--- config.mk ---
export PLATFORM = sky130hd
export DESIGN_NAME = rvfi_stream_fifo
export DESIGN_NICKNAME = d
export VERILOG_FILES = /design/src/rtl/rvfi_stream_checker.sv
export SDC_FILE = /design/constraint.sdc
export NUM_CORES = 1
export LEC_CHECK = 0
export CORE_AREA = 2 2 77 79
export CTS_BUF_LIST = sky130_fd_sc_hd__clkbuf_8
export DETAILED_ROUTE_END_ITERATION = 6
export DIE_AREA = 0 0 79 81
export PLACE_DENSITY = 0.74
export SLEW_MARGIN = 30
export SYNTH_ARGS = -nofsm -noshare
export SYNTH_HDL_FRONTEND = slang
export SYNTH_SLANG_ARGS = --single-unit
--- constraint.sdc ---
create_clock -name clk_i -period 2.65 [get_ports clk_i]
set_clock_uncertainty 0.05 [all_clocks]
set_input_delay 0.265 -clock clk_i [delete_from_list [all_inputs] [get_ports clk_i]]
set_output_delay 0.265 -clock clk_i [all_outputs]
set_load 0.01 [all_outputs]
--- src/rtl/rvfi_stream_checker.sv ---
// rvfi_stream_checker: pairs DUT and reference-model retirement streams in
// retirement order through two FIFOs and compares the architectural fields.
// Results, saturating counters, overflow and stall flags are registered.

// Simple synchronous FIFO with registered occupancy; the head is read combinationally.
module rvfi_stream_fifo #(
  parameter int unsigned WIDTH = 8,
  parameter int unsigned DEPTH = 8
) (
  input  logic                       clk_i,
  input  logic                       rst_i,
  input  logic                       push_i,
  input  logic                       pop_i,
  input  logic [WIDTH-1:0]           data_i,
  output logic [WIDTH-1:0]           head_o,
  output logic [$clog2(DEPTH+1)-1:0] level_o,
  output logic                       empty_o,
  output logic                       full_o
);
  localparam int unsigned AW = $clog2(DEPTH);
  localparam int unsigned LW = $clog2(DEPTH+1);

  logic [WIDTH-1:0] mem_q [DEPTH];
  logic [WIDTH-1:0] mem_d [DEPTH];
  logic [AW-1:0]    wr_ptr_q, wr_ptr_d;
  logic [AW-1:0]    rd_ptr_q, rd_ptr_d;
  logic [LW-1:0]    level_q, level_d;

  // Next-state for storage, pointers and occupancy.
  always_comb begin
    mem_d = mem_q;
    if (push_i) mem_d[wr_ptr_q] = data_i;
    wr_ptr_d = wr_ptr_q + AW'(push_i);
    rd_ptr_d = rd_ptr_q + AW'(pop_i);
    level_d  = level_q + LW'(push_i) - LW'(pop_i);
  end

  // Storage carries no reset; pointers and level define validity.
  always_ff @(posedge clk_i) begin
    mem_q <= mem_d;
  end

  // Pointer and level registers.
  always_ff @(posedge clk_i or posedge rst_i) begin
    if (rst_i) begin
      wr_ptr_q <= '0;
      rd_ptr_q <= '0;
      level_q  <= '0;
    end else begin
      wr_ptr_q <= wr_ptr_d;
      rd_ptr_q <= rd_ptr_d;
      level_q  <= level_d;
    end
  end

  assign head_o  = mem_q[rd_ptr_q];
  assign level_o = level_q;
  assign empty_o = (level_q == '0);
  assign full_o  = (level_q == LW'(DEPTH));
endmodule


==> run summary, run 1 <==
The first routing iteration left 62 violations. Entering global routing, the biggest net connects 18 pins. The ratio of total power to cell area came out at 1070 nW/um^2. The library cell used most frequently in the layout, excluding fill and tap cells, is sky130_fd_sc_hd__edfxtp_1.

Setup repair after global routing left no endpoint under its margin. The run gives 0.532 as the starting density of the core. For this run, the number of Yosys warnings is 0. Maximum root-to-sink buffer count: 2.

In this run the critical register-to-register path is launched from level_o[0]$_DFF_PP0_. For the area of the die, the log shows 6400 sq um. The die is 81 microns tall.

The synthesized netlist net count is 167, and the worst IR drop on VDD is 0.000522 V. Reg-to-reg endpoint: level_o[1]$_DFF_PP0_. Derived from the worst setup path, the maximum achievable clock frequency is 388 MHz. Setup total negative slack on the finished layout was measured at 0 ns. The congestion estimate from routability-driven global placement came to 0.813. In this run the worst hold path is classified as primary input to async pin.

TritonCTS built the clock tree. The hold slack is 0.159 ns, and the worst relative slew slack is 0.674. Traced cell by cell, the critical path runs through buf_8 -> mux4_1 -> mux2_2 -> clkdlybuf4s50_1.

Once detail routing completed, the nets flagged for antenna violations numbered 0. The share of layout cells above drive strength 1 is 0.174. The endpoint class of the critical path is an output port. The run finished with clean final reports.

The analysis attributes to cell leakage a power of 1.34 nW. Compared with the post-synthesis result, the final layout area differs by 19.6%. The maximum cell stage delay along the critical path works out to 0.58 ns.

The initial antenna violation count was 0. Subtracting the final worst setup slack from the clock period gives 2.58 ns. The sequential share of the synthesized area is 0.719, and the total congestion overflow is 0. The worst setup path is launched from a flop.

After detailed routing, the number of vias per cell comes to 5.38. For this design the top-level I/O count stands at 26. For the final setup violation count, the log shows 0. Final hold violation count: 0. The average instance area after synthesis is 21.0 sq um, and the clock input transition at the sequential cells of the worst setup and hold paths is 0.07 ns. The repair_antennas step left the layout with diodes totalling 0. The TritonCTS sink count came out at 74.

The number of buffer and inverter instances along the worst setup path is 2. After detailed routing, the number of remaining DRC violations is 0. The cell count after synthesis came out at 144.

CTS placed an instance of sky130_fd_sc_hd__clkbuf_8 at the clock tree root. Across the run, the number of max-cap violations was 0. After routing the design area is 3610 sq um. In this run the tool buffered the top-level ports with 25 buffer cells. On the critical path, the stage with the largest delay is an instance of sky130_fd_sc_hd__mux4_1.

The synthesized area is 3020 sq um. After the last flow step, the layout net total stands at 208. At the later pin of the worst-skew pair, clock insertion delay measures 0.34 ns. After clock tree synthesis, the setup repair step added 0 buffers. The setup check on the worst reg-to-reg path leaves a slack of 1.01 ns. The run gives 0 as the final count of pins violating max slew. In this run the horizontal extent of the chip is 79 microns.

Dividing the detail-routed wire length by the instance count gives 19.2 microns. In the layout the commonest cells are sky130_fd_sc_hd__edfxtp_1 (64), sky130_fd_sc_hd__clkdlybuf4s50_1 (25), sky130_fd_sc_hd__mux4_1 (15). The global-route wire length before repair came out at 8.00 mm. Grouping stages by cell kind, the critical path spends the most delay in multiplexers. The share of the cycle needed by the critical path after routing came out at 0.974. The run gives 2.34 ns as the worst endpoint required time. All-layer global routing usage: 0.180. At the worst endpoint, the arrival time is 2.27 ns. The total wirelength of the detailed-routed design was 5.10 mm; the HPWL after detailed placement was 3.22 mm. The cell count of the worst reg-to-reg path came out at 7.

The tools report the clock buffer count from CTS as 9. Summing all placed instances gives a cell area of 3400 sq um. Counting flops and latches in the post-synthesis netlist gives 74.

Yosys mapped the design onto 22 distinct sky130hd cell types. In this run the standard cell core region covers 5680 sq um. The tools report the count of vias placed by the detailed router as 1,427. CTS built an H-tree with a depth of 3. The critical path is of the flop to output port type.

The number of search-and-repair iterations in the first detailed-routing pass is 4. The critical-path maximum fanout works out to 16. The via count of the first global-routing pass is 1,542, and the slew at the pin closest to its max-slew limit is 0.490 ns. The cell row count came out at 28.
==> sequential cells by signal, summed over array words and instances (netlist names) <==
signal    flops
mem_q        64
level_o       4
rd_ptr_q      3
wr_ptr_q      3
==> repair_timing <==
item,in CTS,in global routing
hold buffers,0,0
resized for setup,1,1
endpoints found under the hold margin,0,0
endpoints found under the setup margin,8,6
==> cell type report <==
type	count	area, sq um
clock inverter	7	85.1
sequential	74	2170
tap	75	93.8
fill	407	2060
timing repair buffer	35	333
multi-input combinational	56	771
inverter	9	33.8
clock buffer	9	124
==> how the worst max path moves through the flow <==
| stage | cells past startpoint | from | end |
|---|---|---|---|
| finish | 4 | rd_ptr_q[0]$_DFF_PP0_ | head_o[6] |
| global route | 4 | rd_ptr_q[0]$_DFF_PP0_ | head_o[6] |
| CTS | 4 | rd_ptr_q[0]$_DFF_PP0_ | head_o[6] |
| detailed placement | 4 | rd_ptr_q[0]$_DFF_PP0_ | head_o[2] |
| global placement | 4 | rd_ptr_q[0]$_DFF_PP0_ | head_o[3] |
| floorplan | 4 | rd_ptr_q[0]$_DFF_PP0_ | head_o[1] |
==> cell usage after synthesis <==
library cell               number  share of area
sky130_fd_sc_hd__buf_6          1         0.0037
sky130_fd_sc_hd__ha_1          10          0.041
sky130_fd_sc_hd__dfrtp_1       10          0.083
sky130_fd_sc_hd__fa_1           1         0.0066
sky130_fd_sc_hd__xor2_1         3         0.0087
sky130_fd_sc_hd__a21oi_1        1         0.0017
sky130_fd_sc_hd__buf_12         1         0.0066
sky130_fd_sc_hd__clkbuf_1       1         0.0012
sky130_fd_sc_hd__xnor2_1        1         0.0029
sky130_fd_sc_hd__nor2_1         6         0.0075
sky130_fd_sc_hd__buf_2          1         0.0017
sky130_fd_sc_hd__nand2_1        2         0.0025
sky130_fd_sc_hd__and3_1         2         0.0041
sky130_fd_sc_hd__nand2b_1       3         0.0062
sky130_fd_sc_hd__edfxtp_1      64           0.64
sky130_fd_sc_hd__mux4_1        15           0.13
sky130_fd_sc_hd__mux4_2         1         0.0075
sky130_fd_sc_hd__mux2_2         8          0.030
sky130_fd_sc_hd__buf_1          1         0.0012
sky130_fd_sc_hd__inv_1          9          0.011
sky130_fd_sc_hd__nor3_1         2         0.0033
sky130_fd_sc_hd__a21o_1         1         0.0025
==> logic make-up (layout without fill, tap and decap cells) <==
kind of cell / after synthesis / after routing / share of synthesized area
AOI/OAI and AO/OA: 2 / 2 / 0.00414
xor gates and xnor gates: 4 / 4 / 0.0116
adders and majority gates: 11 / 11 / 0.0481
buffers and inverters: 14 / 60 / 0.0257
DFF: 74 / 74 / 0.719
muxes: 24 / 24 / 0.168
and+or+nand+nor: 15 / 15 / 0.0236
==> metal layers <==
layer | track usage | share of wire | wire length (microns) | up-vias
met4 | 0.0931 | 0.019 | 99 | 0
met2 | 0.306 | 0.53 | 2680 | 25
met5 | 0 | 0 | 0 | -
met3 | 0.0411 | 0.030 | 155 | 10
li1 | - | - | - | 659
met1 | 0.218 | 0.42 | 2160 | 733
==> where the power goes <==
group / switching (W) / total [W] / internal (W)
combinational: 0.000566 / 0.00132 / 0.000756
clock: 0.000386 / 0.000905 / 0.000520
sequential: 0.000128 / 0.00163 / 0.00150
total: 0.00108 / 0.00386 / 0.00278
==> metrics by stage <==
| step | utilization | instances | setup WS, ns | power [W] |
|---|---|---|---|---|
| after floorplan | - | 144 | 0.910 | 0.00246 |
| after global placement | 0.598 | 249 | 0.380 | 0.00292 |
| after detailed placement | 0.598 | 249 | 0.363 | 0.00299 |
| after CTS | 0.636 | 265 | 0.0387 | 0.00390 |
| after global routing | 0.636 | 265 | 0.00297 | 0.00407 |
| final | 0.636 | 265 | 0.0696 | 0.00386 |
Note: power is estimated with default switching activity, not from simulation.
==> run 2, diff against run 1 <==
- SLEW_MARGIN: 30 -> not set
==> results of run 2 <==
Final layout, timing and power as in run 1 (identical DEF).
==> run 3, diff against run 2 <==
- clock period: 2.65 -> 2.6 ns (I/O delays scaled with it)
==> run 3 against run 2 <==
Non-clock buffer count is 1 higher; critical path type unchanged; critical endpoint is now head_o[2]; critical path depth stayed put; clock-buffer cell count is 1 higher; cell count is 0.38% higher; core utilization is 0.46 points higher; register-to-register slack worse by 0.05 ns.
==> run summary, run 3 (synthesis results as in run 1) <==
For the area of the die, the log shows 6400 sq um (unchanged). Setup repair after global routing left no endpoint under its margin. The startpoint identified for the worst register-to-register timing path is level_o[0]$_DFF_PP0_. The highest metal layer carrying signal wires in the routed design is met4. TritonCTS built the clock tree. The most critical setup path has its endpoint at head_o[2].

The count of nets left with antenna violations after detail routing was 0 (unchanged); the final count of pins violating max slew was 0 (unchanged). The leakage power summed over all cells was 1.36 nW (+1.4%); the routed wire length per instance was 19.0 microns (-1.5%). The tools report the worst-skew pair later-pin latency as 0.34 ns (about the same). The number of port buffers was 25 (unchanged); the achievable frequency was 395 MHz. The clock buffer count from CTS was 9 (unchanged); the final hold violation count was 0 (unchanged). The count of fill cells added during filler insertion is 411 (+0.98%). The tools report the core box area as 5680 sq um (unchanged). For the routed wire length on met3, the log shows 162 microns (+4.5%).

The accumulated negative setup slack came out at 0 ns (unchanged). The tools report the critical path arrival as 2.22 ns (-0.05 ns). The TritonCTS sink count is 74 (unchanged), and the chip height is 81 microns (unchanged). The count of vias placed by the detailed router is 1,436 (+0.63%), and the reported max-cap violation count is 0 (unchanged). The run gives 0.96 ns (-0.05 ns) as the setup slack on the worst flop-to-flop path. The worst IR drop on VDD is 0.000570 V (+9.3%).

The tools report the reg-to-reg endpoint as level_o[2]$_DFF_PP0_. For the initial antenna violation count, the log shows 0 (unchanged). The slew at the pin closest to its max-slew limit is 0.465 ns (-0.0245 ns). For the total wirelength of the detailed-routed design, the log shows 5.04 mm (-1.1%).

The tools report the via count of the first global-routing pass as 1,489 (-3.4%). The HPWL after detailed placement is 3.23 mm (+0.48%). The width of the die was 79 microns (unchanged).

The total area of sequential cells is 2170 sq um (unchanged). The share of layout cells above drive strength 1 works out to 0.178 (+0.00433). The worst endpoint required time came out at 2.29 ns (-0.05 ns). The final setup violation count was 0 (unchanged). The routed wire length on met2 is 2.73 mm (+1.8%).

The library cell used most frequently in the layout, excluding fill and tap cells, is sky130_fd_sc_hd__edfxtp_1. The ratio of total power to cell area is 1090 nW/um^2 (+2.2%), and the cell count of the worst reg-to-reg path is 7 (unchanged). The area of all placed cells without fillers came out at 3640 sq um (+0.73%). The tree is rooted in a sky130_fd_sc_hd__clkbuf_8. The number of flip-flops under the largest register name works out to 64 (unchanged).

The post-cts hold buffer count was 0 (unchanged); the violation count after the first detailed-route iteration was 66 (+6.5%). The I/O pin total was 26 (unchanged). The library cells used most frequently in the layout, excluding fill and tap cells, are sky130_fd_sc_hd__edfxtp_1 (64), sky130_fd_sc_hd__clkdlybuf4s50_1 (24), sky130_fd_sc_hd__mux4_1 (15).

The worst hold path class is primary input to async pin. The pin count of the biggest net entering global routing was 18 (unchanged); the final estimated routing congestion in global placement was 0.812 (-0.16%). Critical-path maximum fanout: 16 (unchanged).

In this run the worst setup path begins at rd_ptr_q[0]$_DFF_PP0_. The run finished with clean final reports. STA classifies the critical path startpoint as a flop. The final cell utilization of the core came out at 0.641 (+0.00463). The logs give 0.176 (-0.00373) for the all-layer global routing usage and 771 sq um (unchanged) for the multi-input combinational cell area. The tools report the total congestion overflow as 0 (unchanged). Cell row count: 28 (unchanged).

The maximum root-to-sink buffer count was 2 (unchanged); the final non-filler cell total was 266 (+0.38%). Clock input transition at the sequential cells of the worst setup and hold paths: 0.07 ns (about the same). The number of search-and-repair iterations in the first detailed-routing pass was 4 (unchanged). The area after detailed placement is 3410 sq um (+0.37%), and the number of vias per cell is 5.40 (+0.25%). The register with the highest flop count was mem_q. The share of the cycle needed by the critical path after routing is 0.975, and the cell total after placement is 249 (unchanged). The H-tree depth reported by CTS was 3 (unchanged). The starting density of the core came out at 0.532 (unchanged). Detailed-routing wirelength on met1: 2.09 mm (-3.4%). The final layout net count is 209 (+0.48%). Worst relative slew slack: 0.690 (+0.0163). Relative to the synthesized area, the layout overhead comes to 20.5%.

The number of inserted diodes is 0 (unchanged). The number of remaining DRC errors is 0 (unchanged), and the global-route wire length before repair is 7.71 mm (-3.5%). STA classifies the critical path endpoint as an output port. Category of the critical setup timing path: flop to output port. The minimum period implied by the final worst setup slack came out at 2.53 ns.
[run 3: per-stage QoR]
stage | setup slack [ns] | hold WS, ns | power (W)
floorplan | 0.865 | 0.0502 | 0.00251
global placement | 0.421 | 0.459 | 0.00301
detailed placement | 0.401 | 0.486 | 0.00307
CTS | 0.0208 | 0.151 | 0.00402
global route | 0.00483 | 0.193 | 0.00418
finish | 0.0660 | 0.151 | 0.00397
[run 3: metal layers]
metal,vias up,global-route usage
li1,663,-
met1,739,0.214
met2,27,0.304
met3,7,0.0333
met4,0,0.0931
met5,-,0
[run 3: repair_timing]
action | CTS | global route
endpoints found under the hold margin | 0 | 0
gates resized for setup | 0 | 1
setup buffers | 0 | 1
setup endpoints to repair | 0 | 8
[run 3: worst min-delay path by stage]
stage / to / slack [ns] / cells past startpoint
6_report: level_o[1]$_DFF_PP0_ / 0.15 / 2
5_1_grt: level_o[1]$_DFF_PP0_ / 0.19 / 2
4_1_cts: level_o[1]$_DFF_PP0_ / 0.15 / 2
3_5_place_dp: wr_ptr_q[1]$_DFF_PP0_ / 0.49 / 1
3_3_place_gp: wr_ptr_q[1]$_DFF_PP0_ / 0.46 / 1
2_1_floorplan: level_o[0]$_DFF_PP0_ / 0.05 / 1
[run 3: power by group]
| group | leakage (nW) | internal, W | total [W] | switching (W) |
|---|---|---|---|---|
| Combinational | 0.551 | 0.000785 | 0.00137 | 0.000581 |
| Clock | 0.111 | 0.000559 | 0.000947 | 0.000387 |
| Sequential | 0.698 | 0.00153 | 0.00166 | 0.000129 |
[run 3: final cells by class]
type,count,share of cell area
multi-input combinational,56,0.212
clock buffer,10,0.0378
timing repair buffer,36,0.0956
inverter,9,0.00928
sequential,74,0.597
tap,75,0.0258
clock inverter,6,0.0227
[run 3: critical path, stage by stage, from the launching register on]
cell,delay [ns]
sky130_fd_sc_hd__dfrtp_1,0.39
sky130_fd_sc_hd__buf_12,0.18
sky130_fd_sc_hd__mux4_1,0.55
sky130_fd_sc_hd__mux2_2,0.28
sky130_fd_sc_hd__clkdlybuf4s50_1,0.48
